<file path="config.mk">
export PLATFORM = sky130hd
export DESIGN_NAME = fetchalign
export DESIGN_NICKNAME = d
export VERILOG_FILES = /design/src/rtl/fetchalign.sv
export SDC_FILE = /design/constraint.sdc
export NUM_CORES = 1
export LEC_CHECK = 0
export CAP_MARGIN = 5
export CORE_MARGIN = 2
export CORE_UTILIZATION = 55
export CTS_BUF_LIST = sky130_fd_sc_hd__clkbuf_4 sky130_fd_sc_hd__clkbuf_8
export DETAILED_ROUTE_END_ITERATION = 8
export PLACE_DENSITY = 0.92
export SLEW_MARGIN = 20
export SYNTH_ARGS = -nofsm -noshare
export SYNTH_HDL_FRONTEND = slang
export SYNTH_SLANG_ARGS = --single-unit
</file>
<file path="constraint.sdc">
create_clock -name clk -period 5.5 [get_ports clk]
set_input_delay 1.375 -clock clk [delete_from_list [all_inputs] [get_ports clk]]
set_output_delay 1.375 -clock clk [all_outputs]
set_load 0.01 [all_outputs]
</file>
<file path="src/rtl/fetchalign.sv">
// Fetch-alignment buffer: a circular FIFO of 16-bit parcels between fetch and Decode.
// Presents one whole 16- or 32-bit instruction per cycle, including ones that straddle fetch blocks.
module fetchalign #(
  parameter int                XLEN    = 64,
  parameter int                FETCHW  = 64,
  parameter int                DEPTH   = 8,
  parameter logic [XLEN-1:0]   RESETPC = XLEN'(64'h80000000)
) (
  input  logic              clk,
  input  logic              reset,
  input  logic              RedirectF,
  input  logic [XLEN-1:0]   RedirectPCF,
  input  logic              FetchValidF,
  input  logic [FETCHW-1:0] FetchDataF,
  output logic              FetchReadyF,
  input  logic              StallD,
  output logic              InstrValidD,
  output logic [31:0]       InstrD,
  output logic [XLEN-1:0]   PCD,
  output logic              CompressedD
);

  localparam int NP  = FETCHW / 16;
  localparam int AW  = $clog2(DEPTH);
  localparam int CW  = AW + 1;
  localparam int NPW = $clog2(NP);

  logic [15:0]     mem [DEPTH];
  logic [AW-1:0]   rd_ptr;
  logic [AW-1:0]   wr_ptr;
  logic [AW-1:0]   rd_next;
  logic [CW-1:0]   count;
  logic [XLEN-1:0] head_pc;
  logic            drop_pend;
  logic [NPW-1:0]  drop_n;

  logic [15:0]     h0;
  logic [15:0]     h1;
  logic            compressed;
  logic            push;
  logic            pop;
  logic [CW-1:0]   push_n;
  logic [CW-1:0]   pop_n;

  // Handshakes: a block transfers on an edge where FetchValidF & FetchReadyF & ~RedirectF;
  // an instruction transfers where InstrValidD & ~StallD & ~RedirectF. FetchValidF without
  // FetchReadyF is ignored. Redirect (and reset) flush and override both transfers.
  always_comb begin
    rd_next     = rd_ptr + AW'(1);
    h0          = mem[rd_ptr];
    h1          = mem[rd_next];
    compressed  = ~(&h0[1:0]);
    // Count gates the decode so an empty buffer never looks valid whatever h0 holds.
    InstrValidD = (count >= CW'(2)) | ((count == CW'(1)) & compressed);
    InstrD      = compressed ? {16'b0, h0} : {h1, h0};
    CompressedD = compressed;
    PCD         = head_pc;
    FetchReadyF = (CW'(DEPTH) - count) >= CW'(NP);
  end

  always_comb begin
    // Only the first block after a redirect is trimmed; head_pc is still the target then.
    drop_n = drop_pend ? head_pc[NPW:1] : '0;
    push   = FetchValidF & FetchReadyF & ~RedirectF & ~reset;
    pop    = InstrValidD & ~StallD & ~RedirectF & ~reset;
    push_n = push ? (CW'(NP) - CW'(drop_n)) : '0;
    pop_n  = '0;
    if (pop) begin
      pop_n = compressed ? CW'(1) : CW'(2);
    end
  end

  always_ff @(posedge clk) begin
    if (reset) begin
      rd_ptr    <= '0;
      wr_ptr    <= '0;
      count     <= '0;
      head_pc   <= RESETPC;
      drop_pend <= 1'b1;
    end else if (RedirectF) begin
      rd_ptr    <= '0;
      wr_ptr    <= '0;
      count     <= '0;
      head_pc   <= {RedirectPCF[XLEN-1:1], 1'b0};
      drop_pend <= 1'b1;
    end else begin
      if (push) begin
        wr_ptr    <= wr_ptr + AW'(push_n);
        drop_pend <= 1'b0;
      end
      if (pop) begin
        rd_ptr  <= rd_ptr + AW'(pop_n);
        head_pc <= head_pc + (compressed ? XLEN'(2) : XLEN'(4));
      end
      count <= count + push_n - pop_n;
    end
  end

  // Surviving parcels are packed contiguously from wr_ptr; the index wraps modulo DEPTH.
  always_ff @(posedge clk) begin
    if (push) begin
      for (int i = 0; i < NP; i++) begin
        if (i >= int'(drop_n)) begin
          mem[wr_ptr + AW'(i) - AW'(drop_n)] <= FetchDataF[16*i +: 16];
        end
      end
    end
  end

endmodule

</file>
==> results.sh <==
export IMPL_floorplan_die_height_microns=164
export IMPL_synth_fp_nets=1686
export IMPL_dominantRegCellSynth="sky130_fd_sc_hd__edfxtp_1"
export IMPL_ant_nets=0
export IMPL_data_arrival_critical_path_ns=5.36
export IMPL_unrepaired_setup_endpoints_after_global_routing="false"
export IMPL_clk_insertion_delay_late_ns=0.55
export IMPL_ctsRootBufferMaster="sky130_fd_sc_hd__clkbuf_8"
export IMPL_mostFrequentLayoutCells="sky130_fd_sc_hd__nand2_1, sky130_fd_sc_hd__clkdlybuf4s50_1, sky130_fd_sc_hd__o22ai_1, sky130_fd_sc_hd__edfxtp_1, sky130_fd_sc_hd__a31oi_1"
export IMPL_ys_warnings_count=0
export IMPL_clk_transition_reported_paths_ns=0.06
export IMPL_cts_resized_gates=0
export IMPL_cts_max_level=2
export IMPL_place_detailed_hpwl_mm=35.4
export IMPL_worst_path_largest_cell_delay_ns=0.91
export IMPL_max_vdd_ir_drop_v=0.000136
export IMPL_run_status="finished with violations"
export IMPL_cts_root_to_sink_buffers=3
export IMPL_port_buffers=229
export IMPL_worstPathCellList="mux4_2, mux2_4, nand2_1, buf_4, inv_1, ha_1, a21oi_1, or4b_4, or2_1, a2bb2oi_1, buf_4, o311a_1, a221o_1"
export IMPL_vias=14517
export IMPL_grt_pass1_wl_mm=80.1
export IMPL_numCtsBuffers=36
export IMPL_mostFrequentLayoutCell="sky130_fd_sc_hd__nand2_1"
export IMPL_async_reset_ff_frac=0
export IMPL_ios=232
export IMPL_netlist_cell_types=71
export IMPL_crit_path_end_kind="flip-flop"
export IMPL_antenna_found_initial=0
export IMPL_setup_violations=0
export IMPL_drt_iter0_drc=2819
export IMPL_synthesis_area_sq_mm=0.0141
export IMPL_relSlewSlack=0.233
export IMPL_finalHoldViolCount=0
export IMPL_drt_wirelength_mm=54.2
export IMPL_die_area_sq_mm=0.0270
export IMPL_hold_buffers=0
export IMPL_start_kind="flip-flop"
export IMPL_gr_usage_all_layers=0.394
export IMPL_core_area_sq_mm=0.0252
export IMPL_ys_ff_latch=205
export IMPL_synth_edff_count=128
export IMPL_global_route_overflow_total=0
export IMPL_routed_wire_length_per_instance_microns=26.7
export IMPL_power_per_cell_area_mw_per_mm2=231
export IMPL_post_route_cells_drive_above_1_share=0.133
export IMPL_timing_final_crit_period_ns=4.93
export IMPL_final_max_slew_violation_count=0
export IMPL_dr_pass1_iters=9
export IMPL_fillers=1857
export IMPL_placement_setup_worst_slack_ns=0.639
export IMPL_antenna_cells_inserted=0
export IMPL_timing_final_ws_setup_ns=0.567
export IMPL_cpMostUsedCell="sky130_fd_sc_hd__buf_4"
export IMPL_remaining_drc_errors=2
export IMPL_worst_slew_pin_transition_ns=1.15
export IMPL_cts_repair_timing_setup_buffer_count=0
export IMPL_cts_tree="built"
export IMPL_cp_slowest_cell="sky130_fd_sc_hd__dfxtp_1"
export IMPL_finish_net_count=1830
export IMPL_route_detailed_vias_per_inst=7.16
export IMPL_synth_seq_area_share=0.381
export IMPL_violations="design-rule violations"
export IMPL_cts_sinks=205
export IMPL_critPathMaxFanout=24
export IMPL_fmax_mhz=203
export IMPL_setup_tns_final_ns=0
export IMPL_area_growth_syn_to_layout_pct=22.1
export IMPL_timing_worst_setup_path_type="flip-flop to flip-flop"
export IMPL_final_period_utilization=0.897
export IMPL_rows=58
export IMPL_via_count_of_the_first_global_routing_pass=13844
export IMPL_p_leak_nw=5.95
export IMPL_clock_skew_ns=0.0219
export IMPL_synthesis_area_per_instance_sq_um=9.26
export IMPL_grt_max_degree=63
export IMPL_initial_util=0.562
export IMPL_cp_data_required_time_ns=5.93
export IMPL_synth_cells=1528
export IMPL_worst_hold_path_type="flip-flop to flip-flop"
export IMPL_drv_max_cap_violation_count=0
export IMPL_finalWeightedCongestion=0.997
export IMPL_die_width_microns=164
-- Yosys cell counts, types with 6 or more instances --
cell                        count  area [sq um]
sky130_fd_sc_hd__a2111oi_2      6          90.1
sky130_fd_sc_hd__a211oi_1      29           218
sky130_fd_sc_hd__a21oi_1       74           370
sky130_fd_sc_hd__a221o_1        9          90.1
sky130_fd_sc_hd__a311oi_1       7          61.3
sky130_fd_sc_hd__a31oi_1       98           613
sky130_fd_sc_hd__and2_1        13          81.3
sky130_fd_sc_hd__and3_1         6          37.5
sky130_fd_sc_hd__and4_1         6          52.6
sky130_fd_sc_hd__buf_1         59           221
sky130_fd_sc_hd__buf_2         15          75.1
sky130_fd_sc_hd__clkbuf_1      97           364
sky130_fd_sc_hd__dfxtp_1       77          1540
sky130_fd_sc_hd__edfxtp_1     128          3840
sky130_fd_sc_hd__fa_1           6           120
sky130_fd_sc_hd__ha_1          19           238
sky130_fd_sc_hd__inv_1         28           105
sky130_fd_sc_hd__mux2_2        14           158
sky130_fd_sc_hd__mux2i_1       32           320
sky130_fd_sc_hd__mux4_2        64          1440
sky130_fd_sc_hd__nand2_1      293          1100
sky130_fd_sc_hd__nand2b_1       7          43.8
sky130_fd_sc_hd__nand3_1       39           195
sky130_fd_sc_hd__nand4_1       13          81.3
sky130_fd_sc_hd__nor2_1        51           191
sky130_fd_sc_hd__nor3_1        18          90.1
sky130_fd_sc_hd__nor4_1         6          37.5
sky130_fd_sc_hd__o211ai_1      14           105
sky130_fd_sc_hd__o21ai_0        9          45.0
sky130_fd_sc_hd__o21ai_1       10          50.1
sky130_fd_sc_hd__o21bai_1       7          52.6
sky130_fd_sc_hd__o22ai_1      128           801
sky130_fd_sc_hd__o311a_1       10           100
sky130_fd_sc_hd__or3_1         10          62.6
sky130_fd_sc_hd__or4_1          8          60.1
sky130_fd_sc_hd__xnor2_1       43           377
sky130_fd_sc_hd__xor2_1         9          78.8
-- sequential cells by signal, indices dropped and copies added, names as in the netlist, named ones only --
| signal | flops |
|---|---|
| mem | 128 |
| PCD | 63 |
| rd_ptr | 3 |
| count | 4 |
| drop_pend | 1 |
| wr_ptr | 3 |
-- path summary, 6_finish.rpt --
| path | from | slack, ns | endpoint | cells past startpoint |
|---|---|---|---|---|
| setup / recovery | flip-flop | 0.57 | PCD[56] | 13 |
| hold / removal | drop_pend | 0.47 | drop_pend | 2 |
| setup reg to reg | flip-flop | 0.57 | PCD[56] | 13 |
| hold reg to reg | drop_pend | 0.47 | drop_pend | 2 |
-- kinds of logic (layout without fill, tap and decap cells) --
| group | after synthesis | count (layout) | share of synthesized area |
|---|---|---|---|
| buffers and inverters | 207 | 376 | 0.0595 |
| and+or+nand+nor | 499 | 499 | 0.160 |
| AOI/OAI and AO/OA | 427 | 427 | 0.204 |
| muxes | 112 | 112 | 0.138 |
| other | 1 | 1 | 0.000265 |
| adders and majority gates | 25 | 25 | 0.0253 |
| DFF | 205 | 205 | 0.381 |
| xor gates and xnor gates | 52 | 52 | 0.0322 |
-- area by class of cell --
cell class | count | area, sq um | share of cell area
multi-input combinational | 1116 | 7930 | 0.459
sequential | 205 | 5390 | 0.312
timing repair buffer | 284 | 2710 | 0.157
clock buffer | 56 | 689 | 0.0399
tap | 330 | 413 | 0.0239
inverter | 29 | 109 | 0.00630
clock inverter | 7 | 38.8 | 0.00225
-- where the power goes --
part           switching (mW)  internal [mW]
Sequential             0.0697           1.73
Clock                   0.649          0.796
Combinational           0.425          0.330
Total                    1.14           2.85
-- layer usage --
layer  vias to the layer above  routed length, microns  part of all wire  global-route usage
met2                      1441                   23700              0.44               0.620
met4                         0                    3180             0.059               0.159
li1                       6065                       -                 -                   -
met5                         -                       0                 0                   0
met1                      6697                   17700              0.33               0.490
met3                       314                    9620              0.18               0.150
-- worst max-delay path: cells and delay by family (launching register included) --
| kind | cells | cell delay [ns] |
|---|---|---|
| adders and majority gates | 1 | 0.30 |
| DFF | 1 | 0.91 |
| and+or+nand+nor | 3 | 1.18 |
| muxes | 2 | 0.75 |
| AOI/OAI and AO/OA | 4 | 0.95 |
| buffers and inverters | 3 | 0.73 |
-- metrics by stage --
stage / total power, mW / area [sq um] / hold slack, ns / util / instances
2_1_floorplan: 2.20 / 14100 / 0.436 / - / 1528
3_3_place_gp: 2.52 / 16500 / 0.449 / 0.657 / 1964
3_5_place_dp: 2.54 / 16500 / 0.457 / 0.657 / 1964
4_1_cts: 3.96 / 17300 / 0.468 / 0.686 / 2027
5_1_grt: 4.10 / 17300 / 0.508 / 0.686 / 2027
6_report: 4.00 / 17300 / 0.466 / 0.686 / 2027
(Power assumes the default switching activity.)
